**config.mk**
```make
export PLATFORM = sky130hd
export DESIGN_NAME = pipe_ctrl
export DESIGN_NICKNAME = d
export VERILOG_FILES = /design/src/rtl/pipe_ctrl.sv
export SDC_FILE = /design/constraint.sdc
export NUM_CORES = 1
export LEC_CHECK = 0
export ABC_AREA = 1
export BUFFER_PORTS_ARGS = -buffer_cell sky130_fd_sc_hd__buf_4
export CAP_MARGIN = 15
export CORE_MARGIN = 3
export CORE_UTILIZATION = 35
export DETAILED_ROUTE_END_ITERATION = 12
export HOLD_SLACK_MARGIN = 0.03
export PLACE_DENSITY = 0.84
export SYNTH_ARGS = -nofsm -noshare
export SYNTH_HDL_FRONTEND = slang
export SYNTH_SLANG_ARGS = --single-unit
```
**constraint.sdc**
```tcl
create_clock -name clk_i -period 3 [get_ports clk_i]
set_input_delay 0.45 -clock clk_i [delete_from_list [all_inputs] [get_ports clk_i]]
set_output_delay 0.45 -clock clk_i [all_outputs]
set_load 0.02 [all_outputs]
```
**src/rtl/pipe_ctrl.sv**
```systemverilog
// Pipeline sequencer for the IF/ID/EX core: turns hazard, redirect and interrupt
// events into same-cycle hold, flush and PC-load controls.
module pipe_ctrl #(
    parameter int unsigned FLUSH_CYCLES = 1,
    parameter int unsigned HOLD_TIMEOUT = 64,
    parameter logic [31:0] TRAP_VEC     = 32'h0000_0004
) (
    input  logic        clk_i,
    input  logic        rst_i,
    input  logic        id_load_use_i,
    input  logic [31:0] id_inst_addr_i,
    input  logic        ex_busy_i,
    input  logic        ex_done_i,
    input  logic        ex_jump_i,
    input  logic [31:0] ex_jump_addr_i,
    input  logic        irq_i,
    output logic        irq_ack_o,
    output logic        pc_hold_o,
    output logic        if_id_hold_o,
    output logic        id_ex_hold_o,
    output logic        if_id_flush_o,
    output logic        id_ex_flush_o,
    output logic        pc_load_o,
    output logic [31:0] pc_load_addr_o,
    output logic        mepc_wen_o,
    output logic [31:0] mepc_o,
    output logic        hold_timeout_o
);

    // state | meaning
    // RUN   | normal flow, events evaluated by priority
    // BUSY  | EX multi-cycle op in progress, pipeline held
    // FLUSH | post-jump drain, bubbles injected
    typedef enum logic [1:0] {S_RUN, S_BUSY, S_FLUSH} state_t;

    localparam int BW = $clog2(HOLD_TIMEOUT + 1);
    localparam int FW = (FLUSH_CYCLES > 1) ? $clog2(FLUSH_CYCLES + 1) : 1;
    localparam logic [BW-1:0] HT_C    = BW'(HOLD_TIMEOUT);
    localparam logic [BW-1:0] BONE_C  = BW'(1);
    localparam logic [FW-1:0] FC_M1_C = FW'(FLUSH_CYCLES - 1);
    localparam logic [FW-1:0] FONE_C  = FW'(1);

    state_t        state_q, state_d;
    logic [BW-1:0] bcnt_q, bcnt_d;
    logic [FW-1:0] fcnt_q, fcnt_d;
    logic          run_eval, busy_ok;

    always_ff @(posedge clk_i or posedge rst_i) begin
        if (rst_i) begin
            state_q <= S_RUN;
            bcnt_q  <= '0;
            fcnt_q  <= '0;
        end else begin
            state_q <= state_d;
            bcnt_q  <= bcnt_d;
            fcnt_q  <= fcnt_d;
        end
    end

    always_comb begin
        state_d        = state_q;
        bcnt_d         = bcnt_q;
        fcnt_d         = fcnt_q;
        run_eval       = 1'b0;
        busy_ok        = 1'b0;
        irq_ack_o      = 1'b0;
        pc_hold_o      = 1'b0;
        if_id_hold_o   = 1'b0;
        id_ex_hold_o   = 1'b0;
        if_id_flush_o  = 1'b0;
        id_ex_flush_o  = 1'b0;
        pc_load_o      = 1'b0;
        pc_load_addr_o = '0;
        mepc_wen_o     = 1'b0;
        mepc_o         = '0;
        hold_timeout_o = 1'b0;

        case (state_q)
            S_RUN: begin
                run_eval = 1'b1;
                busy_ok  = 1'b1;
            end
            S_BUSY: begin
                if (!ex_done_i) begin
                    pc_hold_o    = 1'b1;
                    if_id_hold_o = 1'b1;
                    id_ex_hold_o = 1'b1;
                    if (bcnt_q != HT_C) begin
                        bcnt_d         = bcnt_q + BONE_C;
                        hold_timeout_o = ((bcnt_q + BONE_C) == HT_C);
                    end
                end else begin
                    // Completion cycle behaves as RUN with EX no longer busy.
                    run_eval = 1'b1;
                    state_d  = S_RUN;
                    bcnt_d   = '0;
                end
            end
            S_FLUSH: begin
                if_id_flush_o = 1'b1;
                id_ex_flush_o = 1'b1;
                fcnt_d        = fcnt_q - FONE_C;
                if (fcnt_q == FONE_C) state_d = S_RUN;
            end
            default: state_d = S_RUN;
        endcase

        if (run_eval) begin
            if (ex_jump_i) begin
                pc_load_o      = 1'b1;
                pc_load_addr_o = ex_jump_addr_i;
                if_id_flush_o  = 1'b1;
                id_ex_flush_o  = 1'b1;
                if (FLUSH_CYCLES > 1) begin
                    state_d = S_FLUSH;
                    fcnt_d  = FC_M1_C;
                end
            end else if (busy_ok && ex_busy_i) begin
                pc_hold_o      = 1'b1;
                if_id_hold_o   = 1'b1;
                id_ex_hold_o   = 1'b1;
                bcnt_d         = BONE_C;
                hold_timeout_o = (HT_C == BONE_C);
                state_d        = S_BUSY;
            end else if (id_load_use_i) begin
                pc_hold_o     = 1'b1;
                if_id_hold_o  = 1'b1;
                id_ex_flush_o = 1'b1;
            end else if (irq_i) begin
                irq_ack_o      = 1'b1;
                pc_load_o      = 1'b1;
                pc_load_addr_o = TRAP_VEC;
                if_id_flush_o  = 1'b1;
                id_ex_flush_o  = 1'b1;
                mepc_wen_o     = 1'b1;
                mepc_o         = id_inst_addr_i;
            end
        end

        if (rst_i) begin
            irq_ack_o      = 1'b0;
            pc_hold_o      = 1'b0;
            if_id_hold_o   = 1'b0;
            id_ex_hold_o   = 1'b0;
            if_id_flush_o  = 1'b0;
            id_ex_flush_o  = 1'b0;
            pc_load_o      = 1'b0;
            pc_load_addr_o = '0;
            mepc_wen_o     = 1'b0;
            mepc_o         = '0;
            hold_timeout_o = 1'b0;
        end
    end

endmodule

```
# Yosys cells after proc, flatten, opt, wreduce, memory -nomap -nowiden
# Index checks and enable logic that the tools add are counted.
dict set report totals {
  reg_bits 10
  latchBits 0
  mem_bits_rw 0
  romBits 0
  inputBits 71
  out_inout_bits 73
  wordCells 77
  mem_count 0
}
dict set report classes {
  addsub 2
  n_mul 0
  div_mod_pow 0
  order_cmp 0
  eq_ne 4
  shifts 0
  n_mux 66
  bitwise 0
  reduce_logical 2
}
# op count
set ops {}
lappend ops {{$mux 32} 9}
lappend ops {{$mux 7} 6}
lappend ops {{$mux 1} 41}
lappend ops {{$mux 2} 5}
lappend ops {{$mux 3} 3}
lappend ops {{$add 7x1->7 const B} 1}
lappend ops {{$eq 7x7->1 const B} 1}
lappend ops {{$ne 7x7->1 const B} 1}
lappend ops {{$pmux 2 s3} 1}
lappend ops {{$eq 2x1->1 const B} 1}
lappend ops {{$eq 2x2->1 const B} 1}
lappend ops {{$logic_not 2->1} 1}
lappend ops {{$pmux 1 s2} 1}
lappend ops {{$logic_and 1x1->1} 1}
lappend ops {{$sub 1x1->1 const B} 1}

# Depth between registers and ports, before layout
# Gate-level depths: netlist of run 1.
dict set report logic_depth {
  depth_word 9
  ltp_mapped 9
  mapped_depth_nobuf 9
}

# Worst setup path after synthesis of run 1
# No wires, ideal clock.
dict set report synth_timing {
  path_type {input -> output}
  from {input rst_i}
  to {output pc_load_addr_o[2]}
  arrival_ns 1.527
  required_ns 2.550
  path_slack_ns 1.023
  stages 4
  n_path_buf 0
  cell_sequence {inv_1 > nand2_1 > a21oi_1 > o21a_1}
}
dict set report synth_between {
  elab_chain_len 1
}
# item line
set synth_rtl {}
lappend synth_rtl {{start, declared} 9} ;# input logic rst_i,
lappend synth_rtl {{$mux 32} 140} ;# if (rst_i) begin
lappend synth_rtl {{end, declared} 24} ;# output logic [31:0] pc_load_addr_o,
# No other way between the ends.

# Final worst setup path of run 1
dict set report layout_timing {
  from {input rst_i}
  to {output pc_load_addr_o[8]}
}
# Same word-level chain as after synthesis.

==> metrics, run 1 <==
result of the run finished clean; CTS tree built; CP Class input port to output pin; core box area 0.004144 mm²; detailed-route DRC error count 0; via count normalized by instance count 4.412; unrepaired setup endpoints after global routing false; number of violations reported at the end of detailed-routing iteration 0 58; maximum clock frequency 0.4365 GHz; maximum number of buffers from clock root to sink 2; total leakage power 1.581 nW; portion of synthesized cell area occupied by the leading cell type 18.17%; Pwr per Cell Area 236.2 mW/mm²; average cell area after synthesis 5.981 µm²; hold violation count in the final report 0; Setup-failing EPs final 0; minimum period implied by the final worst setup slack 2291 ps; worst hold path type input port to async pin; final global-route overflow total 0; register bit count reported by yosys 10; Worst Tran Pin Value 727.5 ps; count of distinct cell types in the synthesized netlist 24; floorplan row count 23; number of clock buffers inserted by TritonCTS 3; HPWL after DPL 4350 µm; synthesis-to-layout area growth 71.65%; worst setup skew after layout 4.204 ps; final-report max-slew violation count 0; quantity of hold-fixing buffers added after cts 0; Syn Inst Count 259; count of warnings emitted by yosys 0; most frequent cells in the layout buf_4 (145), nand2_1 (68), inv_1 (54); number of antenna diodes 0; wire length of the first global-routing pass 7686 µm; global-route usage over all layers 18.01%; vias after detailed routing 1972; count of max-cap constraint violations 0; worst slew margin relative to its limit 51.50%; Post-Syn Area 0.001549 mm²; detailed-router iteration count before antenna repair 4; routability-driven placement congestion ratio 0.8674; aggregate routed wire length 5282 µm; DIE AREA 0.005260 mm²; Final #Nets 472; vertical die dimension 72.53 µm; vias in the first global route 1749; critical path capture point type output pin; proportion of synthesized chip area in sequential cells 16.16%; most common cell after layout, fill and taps aside buf_4; worst ir drop on vdd 214.6 µV; proportion of layout cells with a drive suffix above 1 47.86%; number of port buffers 143; Root Buffer Master clkbuf_8; number of setup buffers added after CTS 0; maximum fanout count along the critical path 25; starting density of the core 37.38%; Worst setup SP type input port; total power 0.6281 mW; number of levels in the clock H-tree 1; detailed-route wire length per cell 11.82 µm; post-route fraction of the period consumed by the critical path 76.37%; largest cells by area after synthesis nor2_4 (18%), nand2_1 (16%), dfrtp_1 (16%); leading area contributor after synthesis nor2_4; antenna violations before repair 0; post-CTS sizing 0; WP data arrival 1840 ps; required time worst endpoint 2550 ps; Setup TNS 0 ps; synthesized netlist net count 333; total number of clock tree sinks 10; Ports 144; clock slew at reported path FFs 50 ps; remaining number of nets flagged by the antenna check after routing 0; latest clock arrival within the worst-skew pair 240 ps; die extent in x 72.53 µm; largest net degree at the start of global routing 33
==> worst paths after layout <==
| path | cells past startpoint | slack (ps) | end | startpoint |
|---|---|---|---|---|
| hold reg to reg | 1 | 440 | state_q[1] | fcnt_q |
| min in group clk_i | 1 | 440 | state_q[1] | fcnt_q |
| max in group asynchronous | 2 | 2380 | state_q[1] | rst_i |
| setup reg to reg | 9 | 1490 | bcnt_q[4] | bcnt_q[0] |
| hold / removal | 2 | 270 | bcnt_q[2] | rst_i |
| setup / recovery | 6 | 710 | pc_load_addr_o[8] | rst_i |
==> cell usage after synthesis <==
master,n
nand2_1,68
inv_1,54
nor2_1,44
nor2_4,25
a21oi_1,11
dfrtp_1,10
nor2_2,7
nand3_1,6
nand4_1,5
nand2_2,4
buf_2,3
clkbuf_1,3
ha_1,3
buf_12,2
buf_4,2
inv_2,2
nand3_2,2
o21ai_0,2
a21boi_0,1
buf_8,1
inv_4,1
nand3b_1,1
o21a_1,1
xnor2_1,1
==> routing by layer <==
metal | global-route usage, % | part of all wire (%)
met5 | 0 | 0
met2 | 32.36 | 51
met4 | 4.508 | 1.9
met3 | 4.294 | 10
met1 | 21.33 | 37
==> state kept, by name (all words and copies together), names as in the netlist <==
name and count:
bcnt_q 7, fcnt_q 1, state_q 2
==> report_power, final <==
part / leakage, nW / internal, mW / switching [mW]
Clock: 0.0288 / 0.115 / 0.0521
Sequential: 0.135 / 0.145 / 0.0152
Combinational: 1.42 / 0.138 / 0.163
==> logic make-up after synthesis <==
family | Yosys count | synth area share [%]
simple gates | 162 | 55.49
fa+ha+maj | 3 | 2.424
compound gates | 15 | 5.170
buf+inv | 68 | 20.19
xor+xnor | 1 | 0.5655
flops | 10 | 16.16
==> worst max-delay path, stage by stage <==
cell and delay (ps):
buf_4 130, inv_1 380, nand2_1 280, buf_4 290, nor2_1 150, buf_4 160
==> metrics by stage <==
step | hold WS [ps] | cells | area (µm²) | setup slack (ps) | util [%]
final | 274.3 | 447 | 2659 | 708.8 | 64.16
after detailed placement | 442.6 | 443 | 2604 | 693.0 | 62.83
after floorplan | 330.2 | 259 | 1549 | 1023 | -
after global routing | 315.2 | 447 | 2659 | 525.1 | 64.16
after CTS | 275.1 | 447 | 2659 | 690.2 | 64.16
after global placement | 431.3 | 443 | 2604 | 731.9 | 62.83
==> layout make-up <==
| type | instances | area (µm²) |
|---|---|---|
| Inverter | 57 | 216.5 |
| Multi-Input combinational cell | 181 | 985.9 |
| Clock buffer | 4 | 55.05 |
| Fill cell | 381 | 1485 |
| Timing Repair Buffer | 145 | 1089 |
| Tap cell | 50 | 62.56 |
| Sequential cell | 10 | 250.2 |
Power figures use the tool's default switching activity.
==> inputs of run 2 (changes only) <==
==> constraint.sdc (replaced) <==
create_clock -name clk_i -period 2.28 [get_ports clk_i]
set_input_delay 0.342 -clock clk_i [delete_from_list [all_inputs] [get_ports clk_i]]
set_output_delay 0.342 -clock clk_i [all_outputs]
set_load 0.02 [all_outputs]
==> run 2 against run 1 <==
Register-to-register slack worse by 650 ps. Sequential power is 31% higher. Routed wire length is 2.8% lower. Critical endpoint is now mepc_o[4].
==> metrics, run 2 (synthesis gave the netlist of run 1 again) <==
Worst setup SP type register; number of clock buffers inserted by TritonCTS 3 (unchanged); # placed instances 448 (+1.1%); floorplan row count 23 (unchanged); antenna violations before repair 0 (unchanged); global-route usage over all layers 18.47% (+0.46 points); CP Class register to output pin; worst setup skew after layout 1.679 ps (-2.525 ps); register name with the most flops bcnt_q; largest net degree at the start of global routing 32 (-3.0%); Pwr per Cell Area 307.1 mW/mm² (+30%); minimum period implied by the final worst setup slack 2039 ps; Setup TNS 0 ps (unchanged); wire length of the first global-routing pass 7900 µm (+2.8%); DIE AREA 0.005260 mm² (unchanged); flip-flop count of the largest register after layout 7 (unchanged); Ports 144 (unchanged); CTS tree built; Final #Nets 477 (+1.1%); Setup-failing EPs final 0 (unchanged); worst ir drop on vdd 267.4 µV (+25%); maximum number of buffers from clock root to sink 2 (unchanged); critical path capture point type output pin; post-route design area 0.002721 mm² (+2.4%); worst hold path type input port to async pin; number of setup buffers added after CTS 0 (unchanged); core box area 0.004144 mm² (unchanged); number of port buffers 143 (unchanged); number of violations reported at the end of detailed-routing iteration 0 54 (-6.9%); detailed-router iteration count before antenna repair 4 (unchanged); worst slew margin relative to its limit 75.08% (+24 points); Root Buffer Master clkbuf_8; Post-Layout Cell Count 452 (+1.1%); HPWL after DPL 4429 µm (+1.8%); total number of clock tree sinks 10 (unchanged); required time worst endpoint 1940 ps (-610 ps); die extent in x 72.53 µm (unchanged); final-report max-slew violation count 0 (unchanged); unrepaired setup endpoints after global routing false; vias in the first global route 1782 (+1.9%); count of max-cap constraint violations 0 (unchanged); final cell utilization of the core 65.67% (+1.5 points); hold violation count in the final report 0 (unchanged); quantity of hold-fixing buffers added after cts 0 (unchanged); most frequent cells in the layout buf_4 (148), nand2_1 (68), inv_1 (54); most common cell after layout, fill and taps aside buf_4; number of antenna diodes 0 (unchanged); Worst Tran Pin Value 372.4 ps (-355.1 ps); detailed-route wire length per cell 11.36 µm (-3.9%); Placement Cell Area 0.002666 mm² (+2.4%); proportion of layout cells with a drive suffix above 1 48.51% (+0.65 points); WP data arrival 1700 ps (-140 ps); latest clock arrival within the worst-skew pair 240 ps (about the same); vias after detailed routing 1965 (-0.35%); post-route fraction of the period consumed by the critical path 89.44%; detailed-route DRC error count 0 (unchanged); total leakage power 1.617 nW (+2.2%); vertical die dimension 72.53 µm (unchanged); Regs by FF count bcnt_q (7), state_q (2), fcnt_q (1); synthesis-to-layout area growth 75.69%; starting density of the core 37.38% (unchanged); result of the run finished clean; routability-driven placement congestion ratio 0.7708 (-11%); aggregate routed wire length 5133 µm (-2.8%); maximum fanout count along the critical path 15 (-40%); number of levels in the clock H-tree 1 (unchanged); maximum clock frequency 0.4904 GHz; clock slew at reported path FFs 50 ps (about the same); post-CTS sizing 0 (unchanged); via count normalized by instance count 4.347 (-1.5%); final global-route overflow total 0 (unchanged); remaining number of nets flagged by the antenna check after routing 0 (unchanged)
## run 2: power breakdown
part / internal, mW / leakage [nW] / switching, mW / total [mW]
logic: 0.187 / 1.45 / 0.215 / 0.402
clock network: 0.152 / 0.0288 / 0.0725 / 0.225
registers: 0.190 / 0.135 / 0.0191 / 0.209
## run 2: layout make-up
class | count | area, µm²
Fill cell | 351 | 1423
Timing Repair Buffer | 150 | 1151
Multi-Input combinational cell | 181 | 985.9
Sequential cell | 10 | 250.2
Inverter | 57 | 216.5
Tap cell | 50 | 62.56
Clock buffer | 4 | 55.05
## run 2: path summary, 6_finish.rpt
path                                 start    endpoint  slack, ps  cells after the start
worst max-delay path            state_q[1]   mepc_o[4]        240                      9
min in group clk_i               ex_done_i  state_q[0]        430                      4
max in group asynchronous            rst_i   bcnt_q[1]       1940                      3
worst min-delay path                 rst_i   bcnt_q[5]        180                      3
worst min register to register      fcnt_q  state_q[1]        450                      1
worst max register to register   bcnt_q[0]   bcnt_q[1]        840                      9
## run 2: stage by stage
stage / worst slack [ps] / power, mW / hold WS, ps
final: 240.7 / 0.8357 / 184.3
after CTS: 224.1 / 0.8434 / 185.3
after detailed placement: 428.3 / 0.6161 / 443.1
after floorplan: 518.9 / 0.4259 / 222.2
after global routing: 75.54 / 0.8957 / 204.5
after global placement: 456.0 / 0.6063 / 424.4
## run 2: worst max-delay path: stages, from the launching register on
cell and delay, ps:
dfrtp_1 400, inv_2 110, nand2_2 90, nor2_4 110, nand2_2 70, nor2_4 130
inv_4 150, buf_4 190, nor2_2 70, buf_4 140
## run 2: per-layer routing
| layer | global-route usage [%] | share of wire (%) |
|---|---|---|
| met3 | 6.648 | 12 |
| met1 | 21.01 | 35 |
| met2 | 32.87 | 51 |
| met4 | 4.098 | 1.6 |
| met5 | 0 | 0 |
==> inputs of run 3 (changes only) <==
--- a/config.mk
+++ b/config.mk
@@ -8,11 +8,12 @@
 export ABC_AREA = 1
 export BUFFER_PORTS_ARGS = -buffer_cell sky130_fd_sc_hd__buf_4
 export CAP_MARGIN = 15
+export CORE_ASPECT_RATIO = 1.5
 export CORE_MARGIN = 3
-export CORE_UTILIZATION = 35
+export CORE_UTILIZATION = 38
 export DETAILED_ROUTE_END_ITERATION = 12
 export HOLD_SLACK_MARGIN = 0.03
-export PLACE_DENSITY = 0.84
+export PLACE_DENSITY = 0.89
 export SYNTH_ARGS = -nofsm -noshare
 export SYNTH_HDL_FRONTEND = slang
 export SYNTH_SLANG_ARGS = --single-unit
==> run 3 against run 2 <==
First-iteration DRC count is 30% higher. Cell count is 1.5% lower. Worst hold slack better by 10 ps. Critical path type unchanged. Sequential share of layout area about the same.
==> metrics, run 3 (synthesis gave the netlist of run 1 again) <==
Setup TNS 0 ps (unchanged); routability-driven placement congestion ratio 0.8890 (+15%); Pwr per Cell Area 311.0 mW/mm² (+1.3%); Worst Tran Pin Value 327.0 ps (-45.46 ps); unrepaired setup endpoints after global routing false; most common cell after layout, fill and taps aside buf_4; crit path launch bcnt_q[0]; final global-route overflow total 0 (unchanged); Regs by FF count bcnt_q (7), state_q (2), fcnt_q (1); latest clock arrival within the worst-skew pair 240 ps (about the same); worst hold path type input port to async pin; maximum fanout count along the critical path 6 (-9); number of setup buffers added after CTS 0 (unchanged); clock slew at reported path FFs 50 ps (about the same); via count normalized by instance count 4.667 (+7.4%); maximum number of buffers from clock root to sink 2 (unchanged); post-CTS sizing 0 (unchanged); detailed-route DRC error count 0 (unchanged); minimum period implied by the final worst setup slack 2074 ps (+34.62 ps); register name with the most flops bcnt_q; required time worst endpoint 1940 ps (about the same); Ports 144 (unchanged); count of max-cap constraint violations 0 (unchanged); CP Class register to output pin; Reg-to-Reg End bcnt_q[5]; reg2reg start bcnt_q[0]; aggregate routed wire length 5659 µm (+10%); die extent in x 58.13 µm (-20%); flop-to-flop setup slack 790 ps (-50 ps); proportion of layout cells with a drive suffix above 1 48.26% (-0.25 points); core box area 0.003784 mm² (-8.7%); detailed-route wire length per cell 12.72 µm (+12%); wire length of the first global-routing pass 8825 µm (+12%); vertical die dimension 84.20 µm (+16%); result of the run finished clean; number of clock buffers inserted by TritonCTS 3 (unchanged); number of port buffers 143 (unchanged); final cell utilization of the core 72.09% (+6.4 points); number of levels in the clock H-tree 1 (unchanged); largest net degree at the start of global routing 27 (-16%); r2r worst-path depth 9 (unchanged); final-report max-slew violation count 0 (unchanged); worst setup skew after layout 6.418 ps (+4.738 ps); quantity of hold-fixing buffers added after cts 1 (+1); hold violation count in the final report 0 (unchanged); synthesis-to-layout area growth 76.09%; Final #Nets 477 (unchanged); end of the critical path hold_timeout_o; total leakage power 1.623 nW (+0.37%); CTS tree built; remaining number of nets flagged by the antenna check after routing 0 (unchanged); critical path capture point type output pin; detailed-router iteration count before antenna repair 4 (unchanged); vias in the first global route 1975 (+11%); WP data arrival 1730 ps (+30 ps); flip-flop count of the largest register after layout 7 (unchanged); total power 0.8483 mW (+1.5%); post-route fraction of the period consumed by the critical path 90.96% (+1.5 points); vias after detailed routing 2077 (+5.7%); floorplan row count 27 (+17%); number of violations reported at the end of detailed-routing iteration 0 70 (+30%); total number of clock tree sinks 10 (unchanged); worst ir drop on vdd 409.5 µV (+53%); HPWL after DPL 4791 µm (+8.2%); antenna violations before repair 0 (unchanged); most frequent cells in the layout buf_4 (146), nand2_1 (68), inv_1 (54); worst slew margin relative to its limit 78.18% (+3.1 points); DIE AREA 0.004894 mm² (-7.0%); Setup-failing EPs final 0 (unchanged); Worst setup SP type register; number of antenna diodes 0 (unchanged); starting density of the core 40.94% (+3.6 points); Root Buffer Master clkbuf_8; global-route usage over all layers 22.36% (+3.9 points); maximum clock frequency 0.4822 GHz (-1.7%)
-- run 3: cell count changes in the layout (fill, tap and decap cells not counted) --
| cell | previous run | this run |
|---|---|---|
| buf_4 | 148 | 146 |
| buf_12 | 2 | 3 |
| dlygate4sd3_1 | 0 | 1 |
-- run 3: stage by stage --
stage	hold slack [ps]	cells	setup WS, ps	cell area [µm²]
floorplan	222.2	259	518.9	1549
global placement	273.5	440	514.8	2663
detailed placement	273.4	440	476.1	2663
CTS	198.3	445	217.9	2728
global route	231.1	445	7.958	2728
finish	194.3	445	206.1	2728
-- run 3: cell type report --
type / instances / area (µm²)
Multi-Input combinational cell: 181 / 985.9
Fill cell: 306 / 1056
Sequential cell: 10 / 250.2
Tap cell: 43 / 53.80
Clock buffer: 4 / 55.05
Timing Repair Buffer: 150 / 1166
Inverter: 57 / 216.5
-- run 3: worst max-delay path, cell delays in order (launching register included) --
cell and delay, ps:
dfrtp_1 440, ha_1 240, nand2_1 130, inv_1 100
nand3b_1 90, nand2_1 70, nor2_1 120, nand2_1 60
nor2_1 100, buf_4 140
-- run 3: how the worst min path moves through the flow --
stage,from,to,slack (ps),depth (start not counted)
floorplan,rst_i,bcnt_q[0],220,1
global placement,rst_i,state_q[1],270,2
detailed placement,rst_i,state_q[1],270,2
CTS,rst_i,bcnt_q[1],200,3
global route,rst_i,bcnt_q[1],230,3
finish,rst_i,bcnt_q[1],190,3
-- run 3: power by group --
part	switching (mW)	total, mW	internal (mW)
Clock	0.0755	0.228	0.152
Combinational	0.219	0.410	0.191
Sequential	0.0202	0.210	0.190
Total	0.315	0.848	0.533
-- run 3: layer usage --
layer | global-route usage, % | vias to the layer above | share of wire (%)
met5 | 0 | - | 0
met4 | 7.595 | 0 | 2.3
met3 | 3.846 | 16 | 9.3
met2 | 45.16 | 117 | 56
met1 | 21.33 | 910 | 32
li1 | - | 1034 | -
